`src/rtl/rf_sched_pkg.sv`:
```
// Shared definitions for the register-file write-back scheduler.
//   NREG_DEF / AW_DEF / DW_DEF : default register count, index width, data width
//   req_e                      : write-back requester identity (ALU or MEM)
//   wport_t                    : registered register-file write port (we, addr, data)
package rf_sched_pkg;

    localparam int NREG_DEF = 32;
    localparam int AW_DEF   = 5;
    localparam int DW_DEF   = 32;

    typedef enum logic {
        REQ_ALU = 1'b0,
        REQ_MEM = 1'b1
    } req_e;

    typedef struct packed {
        logic              we;
        logic [AW_DEF-1:0] addr;
        logic [DW_DEF-1:0] data;
    } wport_t;

endpackage

```
`src/rtl/rr_arbiter2.sv`:
```
// Two-input round-robin arbiter for the ALU and MEM write-back requesters.
//   clk, rst          : clock, asynchronous active-high reset
//   req_alu, req_mem  : request valids
//   gnt_alu, gnt_mem  : combinational one-hot (or zero) grants
// The pointer remembers which requester was granted last; on contention the
// other one wins. The pointer moves only when a grant is issued.
module rr_arbiter2
    import rf_sched_pkg::*;
(
    input  logic clk,
    input  logic rst,
    input  logic req_alu,
    input  logic req_mem,
    output logic gnt_alu,
    output logic gnt_mem
);

    req_e last;

    always_comb begin
        gnt_alu = req_alu && (!req_mem || (last == REQ_MEM));
        gnt_mem = req_mem && (!req_alu || (last == REQ_ALU));
    end

    // Reset to MEM so the ALU wins the first contest.
    always_ff @(posedge clk or posedge rst) begin
        if (rst)          last <= REQ_MEM;
        else if (gnt_alu) last <= REQ_ALU;
        else if (gnt_mem) last <= REQ_MEM;
    end

endmodule

```
`src/rtl/rf_wb_scheduler.sv`:
```
// Write-back scheduler and hazard scoreboard for the 32x32 register file.
//   clk, rst                          : clock, asynchronous active-high reset
//   issue_valid/rd/rs1/rs2            : instruction presented by decode
//   issue_stall                       : RAW/WAW hazard, issue must not happen
//   alu_valid/rd/data, alu_ready      : ALU write-back request handshake
//   mem_valid/rd/data, mem_ready      : load write-back request handshake
//   WE3, A3, WD3                      : registered register-file write port
//   busy                              : scoreboard, bit r = write to r pending
//   wb_err                            : sticky, write-back hit a non-busy register
module rf_wb_scheduler
    import rf_sched_pkg::*;
#(
    parameter int NREG = NREG_DEF,
    parameter int AW   = AW_DEF,
    parameter int DW   = DW_DEF
) (
    input  logic            clk,
    input  logic            rst,
    input  logic            issue_valid,
    input  logic [AW-1:0]   issue_rd,
    input  logic [AW-1:0]   issue_rs1,
    input  logic [AW-1:0]   issue_rs2,
    output logic            issue_stall,
    input  logic            alu_valid,
    input  logic [AW-1:0]   alu_rd,
    input  logic [DW-1:0]   alu_data,
    output logic            alu_ready,
    input  logic            mem_valid,
    input  logic [AW-1:0]   mem_rd,
    input  logic [DW-1:0]   mem_data,
    output logic            mem_ready,
    output logic            WE3,
    output logic [AW-1:0]   A3,
    output logic [DW-1:0]   WD3,
    output logic [NREG-1:0] busy,
    output logic            wb_err
);

    logic            gnt_alu, gnt_mem, xfer, accept;
    logic [AW-1:0]   wb_rd;
    logic [DW-1:0]   wb_data;
    logic [NREG-1:0] busy_next;
    // Write-port register; field widths come from the package defaults.
    wport_t          wp;

    rr_arbiter2 u_arb (
        .clk     (clk),
        .rst     (rst),
        .req_alu (alu_valid),
        .req_mem (mem_valid),
        .gnt_alu (gnt_alu),
        .gnt_mem (gnt_mem)
    );

    assign alu_ready = gnt_alu;
    assign mem_ready = gnt_mem;
    assign xfer      = gnt_alu | gnt_mem;
    assign wb_rd     = gnt_mem ? mem_rd   : alu_rd;
    assign wb_data   = gnt_mem ? mem_data : alu_data;

    // Stalling on busy[rd] (WAW) also guarantees a set and a clear never
    // target the same register in one cycle.
    assign issue_stall = issue_valid && (busy[issue_rs1] | busy[issue_rs2] | busy[issue_rd]);
    assign accept      = issue_valid && !issue_stall;

    always_comb begin
        busy_next = busy;
        if (xfer && (wb_rd != '0))
            busy_next[wb_rd] = 1'b0;
        // Set after clear: set wins if both ever hit the same register.
        if (accept && (issue_rd != '0))
            busy_next[issue_rd] = 1'b1;
        busy_next[0] = 1'b0;
    end

    always_ff @(posedge clk or posedge rst) begin
        if (rst) begin
            busy   <= '0;
            wp     <= '0;
            wb_err <= 1'b0;
        end else begin
            busy <= busy_next;
            if (xfer && (wb_rd != '0)) begin
                wp.we   <= 1'b1;
                wp.addr <= wb_rd;
                wp.data <= wb_data;
                if (!busy[wb_rd])
                    wb_err <= 1'b1;
            end else begin
                // rd=0 write-backs are consumed but never reach the file;
                // address and data hold.
                wp.we <= 1'b0;
            end
        end
    end

    assign WE3 = wp.we;
    assign A3  = wp.addr;
    assign WD3 = wp.data;

endmodule

```
`config.mk`:
```
export PLATFORM = sky130hd
export DESIGN_NAME = rf_wb_scheduler
export DESIGN_NICKNAME = d
export VERILOG_FILES = /design/src/rtl/rf_sched_pkg.sv /design/src/rtl/rr_arbiter2.sv /design/src/rtl/rf_wb_scheduler.sv
export SDC_FILE = /design/constraint.sdc
export NUM_CORES = 1
export LEC_CHECK = 0
export CAP_MARGIN = 10
export CORE_MARGIN = 1.5
export CORE_UTILIZATION = 50
export CTS_BUF_LIST = sky130_fd_sc_hd__clkbuf_16
export CTS_CLUSTER_SIZE = 16
export DETAILED_ROUTE_END_ITERATION = 10
export HOLD_SLACK_MARGIN = 0.15
export MAX_ROUTING_LAYER = met4
export PLACE_DENSITY_LB_ADDON = 0.3
export SYNTH_ARGS = -nofsm -noshare
export SYNTH_HDL_FRONTEND = slang
export SYNTH_SLANG_ARGS = --single-unit
```
`constraint.sdc`:
```
create_clock -name clk -period 4 [get_ports clk]
set_input_delay 0.6 -clock clk [delete_from_list [all_inputs] [get_ports clk]]
set_output_delay 0.6 -clock clk [all_outputs]
set_load 0.03 [all_outputs]
```
# == After elaboration in Yosys (flattened, before gate mapping) ==
# Cells that the tools add are included.
# word_totals
regBits,71
latchBits,0
mem_bits_rw,0
mem_bits_ro,0
output_inout_bits,74
wordCells,56
n_memories,0
# op_classes
addsub,0
multipliers,0
div,0
order_cmp,6
eq_ne,0
n_shift,0
mux,19
n_bitwise,8
n_reduce_logical,17
# op_table
op,count
2-to-1 mux 32 bit,3
bitwise AND 32 bit,1
inverter 32 bit,1
bitwise OR 32 bit,1
"less-than comparator 5 x 6 -> 1 bit, second input constant",4
binary-select mux 1 bit (select 5 bit),4
demux 1 bit (select 5 bit),2
">= comparator 5 x 1 -> 1 bit, second input constant",2
nonzero test 5 bit,2
2-to-1 mux 1 bit,9
logical AND 1 bit,8
2-to-1 mux 5 bit,1
zero test 1 bit,3
bitwise OR 1 bit,3
logical OR 1 bit,2
inverter 1 bit,2
AND reduction 2 bit,1
nonzero test 2 bit,1

# == Logic depth before layout (Yosys ltp) ==
# logic_depth
word_depth,13
mapped_depth,10
mapped_depth_nobuf,7

# == Cells and area by module ==
# From an unflattened synthesis, not the netlist that was laid out.
# unflattened
cells_unflattened,484
hier_area_um2,4724.5
# by_module_without_submodules
mod,instances,cells_per_inst,area_per_inst_um2,seq_area_each_um2
rf_wb_scheduler,1,477,4667.0,1751.7
rr_arbiter2,1,7,57.6,26.3

# == Worst setup path before layout ==
# Ideal clock, no wire load.
# synth_timing
path_type,input to output
from,in issue_rs1[2]
to,out issue_stall
arrival_ns,2.492
required_ns,3.400
setup_slack_ns,0.908
cell_stages,8
path_buffers,2
path_cell_list,clkbuf_1 > mux2_1 > nand2_1 > o21ai_0 > mux4_2 > mux2_4 > buf_6 > o21a_1
# synth_via
elab_chain_cells,5
# synth_lines
element,line_no,text
"start, declared",rf_wb_scheduler.sv:21,"input logic [AW-1:0] issue_rs1,"
binary-select mux 1 bit (select 5 bit),rf_wb_scheduler.sv:63,assign issue_stall = issue_valid && (busy[issue_rs1] | busy[issue_rs2] | busy[issue_rd]);
2-to-1 mux 1 bit (implied by the code),rf_wb_scheduler.sv:63,
bitwise OR 1 bit (2 in a row),rf_wb_scheduler.sv:63,
logical AND 1 bit,rf_wb_scheduler.sv:63,
"end, declared",rf_wb_scheduler.sv:23,"output logic issue_stall,"
# Every way passes these cells. The select of a mux whose other input is x is not followed.

# == Worst setup path after layout ==
# layout_timing
from,in issue_rs1[0]
to,out issue_stall
# Same word-level chain as after synthesis.

==> out/results.md <==
• Clock Skew: 0.00608 ns
• cts-stage hold buffer count: 0
• leading register cell type out of synthesis: sky130_fd_sc_hd__dfrtp_1
• Final Hold Viols: 0
• top routing layer in use: met4
• antenna violations before repair: 0
• count of final setup violators: 0
• Total Die Area: 0.0102 mm2
• combinational share of power: 0.444
• estimated wirelength of the detail-placed design: 12200 um
• Routed met2 length: 8020 um
• area growth from synthesis to final layout: 44.1%
• number of iterations in the first detailed-routing pass: 5
• number of distinct standard cells referenced by the synthesized netlist: 55
• Horiz. Die Dim: 101 um
• leading cell type in the layout, fill and taps excluded: sky130_fd_sc_hd__clkdlybuf4s50_1
• start point of the worst hold path: wb_err$_DFFE_PP0P_
• global route overflow: 0
• Synthesis Warnings: 0
• arrival time at the worst endpoint: 3.02 ns
• reg2reg start: busy[31]$_DFF_PP0_
• number of slew-limit violations in the final report: 0
• CTS tree: done
• proportion of netlist area held by the largest area contributor: 0.365
• global routing usage summed across all routing layers: 0.351
• final WL: 17300 um
• final-stage net count: 797
• pre-CTS worst setup slack: 0.0399 ns
• register bit count reported by yosys: 71
• setup repair after global routing missed its margin: false
• max cap viols: 0
• share of final-layout standard cells stronger than drive strength 1: 0.108
• initial standard-cell utilization of the core: 0.517
• IR drop worst, VDD: 0.000327 V
• ranking of synthesized cells by area: sky130_fd_sc_hd__dfrtp_1 36%, sky130_fd_sc_hd__nand2_1 9.7%, sky130_fd_sc_hd__mux4_2 7.0%, sky130_fd_sc_hd__mux2i_1 5.8%, sky130_fd_sc_hd__a31oi_1 5.0%
• Final Worst Setup Slack: 0.377 ns
• proportion of synthesized flip-flops having asynchronous set or reset: 1.00
• pin count of the biggest net entering global routing: 72
• root buf cell: sky130_fd_sc_hd__clkbuf_16
• sequential fraction of design power: 0.338
• via density per instance: 6.19
• number of clock sinks seen by CTS: 71
• Die Height: 101 um
• Internal: 2040 uW
• min cycle time layout: 3.62 ns
• number of remaining DRC errors: 0
• run status: finished, final reports clean
• number of global-route vias before repair: 5013
• Inserted Diodes: 0
• Detail Route Antenna Nets: 0
• count of flip-flops with a built-in enable after synthesis: 0
• Clock Tree Buf Depth: 2
• final worst path period share: 0.906
• Mapped Cells: 539
• placed instance count: 821
• Synthesized Nets: 633
• net load switching power: 1450 uW
• Port Buffer Count: 166
• Row Count: 35
• Highest Clock Rate: 276 MHz
• met1 wire length: 6640 um
• Clock transition at path regs: 0.06 ns
• Power Dens Cells: 505 mW/mm2
• Relative slew margins: 0.399
• Gates resized, CTS repair: 0
• vias after detailed routing: 5172
• Leak: 0.00282 uW
• placeable core region: 0.00928 mm2
• type of the worst setup path: in -> out
• Clock Latency Late Sink: 0.32 ns
• wire length of the first global-routing pass: 26200 um
• H-Tree Level Count: 3
• min-delay worst type: reg -> reg
• Post-Synthesis Mean Instance Area: 8.90 um2
• final design instance area without fill: 0.00691 mm2
• Worst Path Required: 3.40 ns
• non-filler instance count after layout: 835
• violation count after the first detailed-route iteration: 569
• Placed Area: 0.00664 mm2
• switching portion of total power: 0.416
• slew at the pin with the worst max-slew slack: 0.902 ns
• Crit. Startpoint: issue_rs1[0]
• clock network fraction of total power: 0.217
• commonest non-fill, non-tap cells in the layout: 165 x sky130_fd_sc_hd__clkdlybuf4s50_1, 124 x sky130_fd_sc_hd__nand2_1, 70 x sky130_fd_sc_hd__dfrtp_1
• netlist area before placement: 0.00480 mm2
• Seq/Total Area, Yosys: 0.370
• element type at the critical path start: input port
• number of ports placed on the die boundary: 168
• number of buffers created by CTS: 9
• routability cong.: 1.02
• area leader, netlist: sky130_fd_sc_hd__dfrtp_1
• final routed wire length divided by cell count: 20.7 um
• worst slack on hold paths: 0.504 ns
• kind of end point of the critical path: output port
• total negative slack: 0 ns
• count of buffers added by post-CTS timing repair for setup: 0
• met3 layer wire length in the routed design: 2060 um
• critical path fanouts, max: 9
Yosys cell counts, drive strengths merged, types with 2 or more instances:
cell	n
nand2	124
dfrtp	70
nor2	52
a31oi	38
o21ai	37
o31ai	31
mux2i	28
buf	23
mux4	21
clkbuf	16
nor3	10
a21oi	9
mux2	8
inv	7
nand2b	6
nor2b	6
nor3b	6
or3	5
a22o	3
a22oi	3
and2	3
and3	3
a311oi	2
a32oi	2
and3b	2
o32ai	2
or2	2
or3b	2
power by group through the flow:
stage | sequential, uW | combinational (uW) | clock [uW]
finish | 1180 | 1550 | 759
global route | 1180 | 1640 | 797
CTS | 1150 | 1540 | 769
detailed placement | 1160 | 1530 | 0
global placement | 1160 | 1500 | 0
floorplan | 1350 | 625 | 0
critical path, cell delays in order:
cell                              delay [ns]
sky130_fd_sc_hd__clkdlybuf4s50_1        0.46
sky130_fd_sc_hd__buf_4                  0.18
sky130_fd_sc_hd__mux4_1                 0.58
sky130_fd_sc_hd__mux4_2                 0.48
sky130_fd_sc_hd__mux2_4                 0.30
sky130_fd_sc_hd__o21a_1                 0.20
sky130_fd_sc_hd__dlymetal6s2s_1         0.24
layer usage:
layer | global-route usage | vias to the layer above
met4 | 0.129 | 0
li1 | - | 2301
met1 | 0.456 | 2461
met5 | - | -
met2 | 0.533 | 350
met3 | 0.0895 | 60
path summary, 6_finish.rpt:
| check | end | slack [ns] | depth (start not counted) |
|---|---|---|---|
| max in group asynchronous | busy[4]$_DFF_PP0_ | 2.54 | 3 |
| min | wb_err$_DFFE_PP0P_ | 0.50 | 1 |
| max | issue_stall | 0.38 | 7 |
| min reg2reg | wb_err$_DFFE_PP0P_ | 0.50 | 1 |
| min in group asynchronous | busy[3]$_DFF_PP0_ | 0.86 | 3 |
| max reg2reg | busy[30]$_DFF_PP0_ | 1.41 | 5 |
cell families (layout without fill, tap and decap cells):
logic type | count (synthesis) | in the layout | synth area share
other | 1 | 1 | 0.000781
DFF | 71 | 71 | 0.370
buffers and inverters | 46 | 213 | 0.0459
AOI/OAI and AO/OA | 139 | 139 | 0.198
muxes | 57 | 57 | 0.181
and+or+nand+nor | 225 | 225 | 0.203
area by class of cell:
| class | count | area, um2 |
|---|---|---|
| Inverter | 7 | 26.3 |
| Clock buffer | 9 | 225 |
| Sequential cell | 71 | 1780 |
| Multi-Input combinational cell | 422 | 2810 |
| Clock inverter | 5 | 51.3 |
| Tap cell | 129 | 161 |
| Fill cell | 723 | 2370 |
| Timing Repair Buffer | 192 | 1860 |
metrics by stage:
step	power (uW)	util
2_1_floorplan	1970	-
3_3_place_gp	2650	0.715
3_5_place_dp	2690	0.715
4_1_cts	3460	0.744
5_1_grt	3610	0.745
6_report	3490	0.745
registers in the layout, summed over array words and instances, names as in the netlist:
register	cells
WE3	1
A3	5
busy	31
u_arb.last	1
wb_err	1
WD3	32
Power figures use the tool's default switching activity.
